File: src/rtl/peri_bus_pkg.sv
// rtl/peri_bus_pkg.sv - shared types and constants for the peripheral bus master
package peri_bus_pkg;

    typedef enum logic [1:0] {
        ST_IDLE = 2'd0,
        ST_REQ  = 2'd1,
        ST_RESP = 2'd2
    } bus_state_e;

    localparam logic [31:0] GPIO_ADDR_0 = 32'h0300_0000;
    localparam logic [31:0] GPIO_ADDR_1 = 32'h0300_0004;
    localparam logic [31:0] GPIO_ADDR_2 = 32'h0300_0008;

    localparam logic [31:0] ERR_RDATA_DEFAULT = 32'hDEAD_BEEF;

endpackage

File: src/rtl/peri_bus_wdog.sv
// rtl/peri_bus_wdog.sv - saturating bus-cycle timeout counter
module peri_bus_wdog #(
    parameter int TIMEOUT_CYCLES = 255
) (
    input  logic clk,
    input  logic resetn,
    input  logic clear,
    input  logic enable,
    output logic expired
);

    localparam int CNT_W = $clog2(TIMEOUT_CYCLES + 1);

    logic [CNT_W-1:0] r_count;

    always_ff @(posedge clk or negedge resetn) begin
        if (!resetn) begin
            r_count <= '0;
        end else if (clear) begin
            r_count <= '0;
        end else if (enable && (r_count != CNT_W'(TIMEOUT_CYCLES))) begin
            r_count <= r_count + CNT_W'(1);
        end
    end

    // Expiry is flagged during the last allowed waiting cycle so the abort lands on its closing edge.
    assign expired = (r_count == CNT_W'(TIMEOUT_CYCLES - 1));

endmodule

File: src/rtl/peri_bus_master.sv
// rtl/peri_bus_master.sv - command/response to native valid/ready peripheral bus bridge
module peri_bus_master
    import peri_bus_pkg::*;
#(
    parameter int          TIMEOUT_CYCLES = 255,
    parameter logic [31:0] ERR_RDATA      = ERR_RDATA_DEFAULT
) (
    input  logic        clk,
    input  logic        resetn,
    input  logic        cmd_valid,
    output logic        cmd_ready,
    input  logic [31:0] cmd_addr,
    input  logic [3:0]  cmd_wstrb,
    input  logic [31:0] cmd_wdata,
    output logic        rsp_valid,
    input  logic        rsp_ready,
    output logic [31:0] rsp_rdata,
    output logic        rsp_err,
    output logic        mem_valid,
    output logic [31:0] mem_addr,
    output logic [3:0]  mem_wstrb,
    output logic [31:0] mem_wdata,
    input  logic        mem_ready,
    input  logic [31:0] mem_rdata
);

    bus_state_e  r_state;
    bus_state_e  w_next_state;
    logic [31:0] r_mem_addr;
    logic [3:0]  r_mem_wstrb;
    logic [31:0] r_mem_wdata;
    logic [31:0] r_rsp_rdata;
    logic        r_rsp_err;
    logic        w_expired;
    logic        w_aligned;

    assign w_aligned = (cmd_addr[1:0] == 2'b00);

    peri_bus_wdog #(
        .TIMEOUT_CYCLES(TIMEOUT_CYCLES)
    ) u_wdog (
        .clk    (clk),
        .resetn (resetn),
        .clear  (r_state != ST_REQ),
        .enable (r_state == ST_REQ),
        .expired(w_expired)
    );

    always_ff @(posedge clk or negedge resetn) begin
        if (!resetn) begin
            r_state <= ST_IDLE;
        end else begin
            r_state <= w_next_state;
        end
    end

    always_comb begin
        w_next_state = r_state;
        unique case (r_state)
            ST_IDLE: begin
                if (cmd_valid) begin
                    w_next_state = w_aligned ? ST_REQ : ST_RESP;
                end
            end
            ST_REQ: begin
                if (mem_ready || w_expired) begin
                    w_next_state = ST_RESP;
                end
            end
            ST_RESP: begin
                if (rsp_ready) begin
                    w_next_state = ST_IDLE;
                end
            end
            default: w_next_state = ST_IDLE;
        endcase
    end

    // Completion beats timeout: mem_ready is tested first in REQ.
    always_ff @(posedge clk or negedge resetn) begin
        if (!resetn) begin
            r_mem_addr  <= '0;
            r_mem_wstrb <= '0;
            r_mem_wdata <= '0;
            r_rsp_rdata <= '0;
            r_rsp_err   <= 1'b0;
        end else begin
            unique case (r_state)
                ST_IDLE: begin
                    if (cmd_valid && w_aligned) begin
                        r_mem_addr  <= cmd_addr;
                        r_mem_wstrb <= cmd_wstrb;
                        r_mem_wdata <= cmd_wdata;
                    end else if (cmd_valid) begin
                        r_rsp_err   <= 1'b1;
                        r_rsp_rdata <= ERR_RDATA;
                    end
                end
                ST_REQ: begin
                    if (mem_ready) begin
                        r_rsp_err   <= 1'b0;
                        r_rsp_rdata <= (r_mem_wstrb == 4'b0000) ? mem_rdata : 32'h0;
                    end else if (w_expired) begin
                        r_rsp_err   <= 1'b1;
                        r_rsp_rdata <= ERR_RDATA;
                    end
                end
                default: ;
            endcase
        end
    end

    assign cmd_ready = resetn && (r_state == ST_IDLE);
    assign mem_valid = (r_state == ST_REQ);
    assign rsp_valid = (r_state == ST_RESP);
    assign mem_addr  = r_mem_addr;
    assign mem_wstrb = r_mem_wstrb;
    assign mem_wdata = r_mem_wdata;
    assign rsp_rdata = r_rsp_rdata;
    assign rsp_err   = r_rsp_err;

endmodule

File: config.mk
export PLATFORM = sky130hd
export DESIGN_NAME = peri_bus_master
export DESIGN_NICKNAME = d
export VERILOG_FILES = /design/src/rtl/peri_bus_pkg.sv /design/src/rtl/peri_bus_wdog.sv /design/src/rtl/peri_bus_master.sv
export SDC_FILE = /design/constraint.sdc
export NUM_CORES = 1
export LEC_CHECK = 0
export ABC_CLOCK_PERIOD_IN_PS = 3650
export CELL_PAD_IN_SITES_DETAIL_PLACEMENT = 1
export CELL_PAD_IN_SITES_GLOBAL_PLACEMENT = 1
export CORE_MARGIN = 5
export CORE_UTILIZATION = 34
export CTS_CLUSTER_DIAMETER = 60
export DETAILED_ROUTE_END_ITERATION = 10
export PLACE_DENSITY_LB_ADDON = 0.1
export SLEW_MARGIN = 20
export SYNTH_ARGS = -nofsm -noshare
export SYNTH_HDL_FRONTEND = slang
export SYNTH_HIERARCHICAL = 1
export SYNTH_SLANG_ARGS = --single-unit
File: constraint.sdc
create_clock -name clk -period 3.65 [get_ports clk]
set_input_delay 0.73 -clock clk [delete_from_list [all_inputs] [get_ports clk]]
set_output_delay 0.73 -clock clk [all_outputs]
set_load 0.02 [all_outputs]
==> metrics.cfg <==
[outcome]
outcome = finished, final reports clean

[floorplanning]
die_w_um = 126
die_area_um2 = 15800
ios = 209
core_um2 = 13200
die_h_um = 126
core.rowCount = 42
initial_utilization_pct = 34.5

[routing]
drc = 0
ant_nets = 0
first_pass_iters = 4
routedWlPerCell_um = 19.1
dr.first_iter.drc_count = 228
vias_per_cell = 4.80
vias = 3463
wl_mm = 13.8

[power]
p_leak_nw = 2.87
irDropWorstVdd_mv = 0.259
power_mw = 5.15
pwr_density_cell_nw_per_um2 = 731

[clock_network]
cts_tree = done
cts_buffer_depth = 2
root_buffer = clkbuf_16
numCtsBuffers = 9
clk_latency_ns = 0.35
ctsHtreeMaxLevel = 3
clk_pin_slew_ns = 0.06
cts_resized = 0
ctsHoldBuffers = 0
cts_setup_buffers = 0
cts_sinks = 111

[synth]
syn-num-nets = 446
syn_inst = 339
synth_edf_count = 0
synth_flop_cell = dfrtp_1
ys_top_cells_by_area = dfrtp_1, mux2_2, mux2_1, a21oi_1, a21oi_2
synthesis.area_um2 = 4550
ys_ff_latch = 111
synthDistinctLibCells = 38
syn_avg_cell_area_um2 = 13.4
ys.warnings.count = 6
synth_top_area_share_pct = 61.0
ys_seq_area_share_pct = 61.0
synth_async_sr_flop_share_pct = 100
yosys.area.top_type = dfrtp_1

[grt]
antenna_found_initial = 1
first_global_vias = 3745
grt_first_pass_wirelength_mm = 21.9
grt_usage_pct = 17.7
grt_max_degree = 71
overflow = 0

[timing]
clock_skew_ns = 0.00866
clock.fmax_mhz = 370
worstMarginPinSlew_ns = 0.912
setup_tns_ns = 0
period_minus_slack_ns = 2.71
hold_viol_final = 0
drv_slew = 0
setup_viol = 0
timing.final.crit_share_pct = 74.1
maxSlewHeadroom_pct = 39.2
rsz0062_at_grt = false

[setup_path]
crit_path_max_fanout = 13
rrSetupSlack_ns = 1.43
end_kind = output pin
critPathLaunchType = flip-flop
worstSetupPathType = flip-flop to output pin
rr_endpoint = rsp_rdata[16]$_DFFE_PN0P_
r2r_start = u_wdog/r_count[2]$_DFFE_PN0P_
cp.arrival_ns = 1.98
reg2reg_depth = 7
required_ns = 2.92

[place]
dp_hpwl_mm = 10.4
gp_congestion = 0.720
dpl_cell_area_um2 = 6770
port-buffer-count = 208

[cells_and_area]
diodes = 0
drive_above_1_share_pct = 16.5
area_delta_synth_final_pct = 54.9
nNetsFinal = 650
design_area_um2 = 7050
final_cell_mix = clkdlybuf4s50_1, dfrtp_1, mux2_2, a21oi_1, mux2_1
final_common_cell = clkdlybuf4s50_1

[hold_path]
hp-class = input pin to async pin

[job]
drv_cap = 0

[sequential cells by signal, indices dropped and copies added, names as in the netlist]
| signal | count |
|---|---|
| r_state | 2 |
| mem_addr | 32 |
| u_wdog/r_count | 8 |
| mem_wstrb | 4 |
| mem_wdata | 32 |
| rsp_err | 1 |
| rsp_rdata | 32 |
[synth_stat cells, drive strengths merged (2+ instances only)]
cell type  instances
nor2              30
dfrtp            111
inv                6
buf               17
nand2              3
and4               2
mux2              67
o31ai              2
a21oi             54
and2               3
ha                 2
clkbuf             4
a311oi             2
nand3              6
a211oi             3
a22o               8
and3               5
a41oi              2
nor3               4
[metrics by stage]
step | setup WS, ns | cells | utilization, % | hold slack [ns]
after detailed placement | 1.01 | 708 | 51.3 | 0.481
final | 0.944 | 722 | 53.4 | 0.480
after global placement | 1.03 | 708 | 51.3 | 0.476
after global routing | 0.843 | 722 | 53.4 | 0.505
after CTS | 0.916 | 722 | 53.4 | 0.487
after floorplan | 1.83 | 339 | - | 0.434
[layout make-up]
cell class                      instances  area [um2]
Fill cell                            1332        6140
Sequential cell                       111        2780
Timing Repair Buffer                  214        2140
Multi-Input combinational cell        201        1610
Inverter                                6        22.5
Tap cell                              176         220
Clock inverter                          1        30.0
Clock buffer                           13         250
[power breakdown]
group	switching, mW	internal (mW)
registers	0.249	1.68
clock network	0.411	0.545
logic	1.11	1.16
[worst max-delay path, cell delays in order (launching register included)]
cell             delay [ns]
dfrtp_1                0.44
and2b_1                0.50
clkdlybuf4s50_1        0.69
[worst max path at each step]
| stage | start | to | cells after the start |
|---|---|---|---|
| 3_5_place_dp | cmd_addr[1] | mem_wdata[22]$_DFFE_PN0P_ | 5 |
| 6_report | r_state[1]$_DFFE_PN0P_ | mem_valid | 2 |
| 3_3_place_gp | cmd_addr[1] | mem_wdata[21]$_DFFE_PN0P_ | 5 |
| 2_1_floorplan | u_wdog/r_count[2]$_DFFE_PN0P_ | rsp_rdata[14]$_DFFE_PN0P_ | 7 |
| 5_1_grt | r_state[1]$_DFFE_PN0P_ | mem_valid | 2 |
| 4_1_cts | r_state[1]$_DFFE_PN0P_ | mem_valid | 2 |
[layer usage]
| layer | track usage (%) | up-vias | routed length (um) |
|---|---|---|---|
| met5 | 0 | - | 13 |
| met4 | 5.42 | 2 | 265 |
| met2 | 28.7 | 126 | 6730 |
| met3 | 6.14 | 19 | 954 |
| li1 | - | 1602 | - |
| met1 | 22.3 | 1714 | 5860 |
[logic make-up (layout without fill, tap and decap cells)]
kind of cell / after synthesis / after routing / synth area share, %
compound gates: 74 / 74 / 10.7
simple gates: 58 / 58 / 7.29
mux: 67 / 67 / 16.6
flops: 111 / 111 / 61.0
buf+inv: 27 / 234 / 3.82
fa+ha+maj: 2 / 2 / 0.550
No activity file was read; power rests on OpenSTA's default activity.
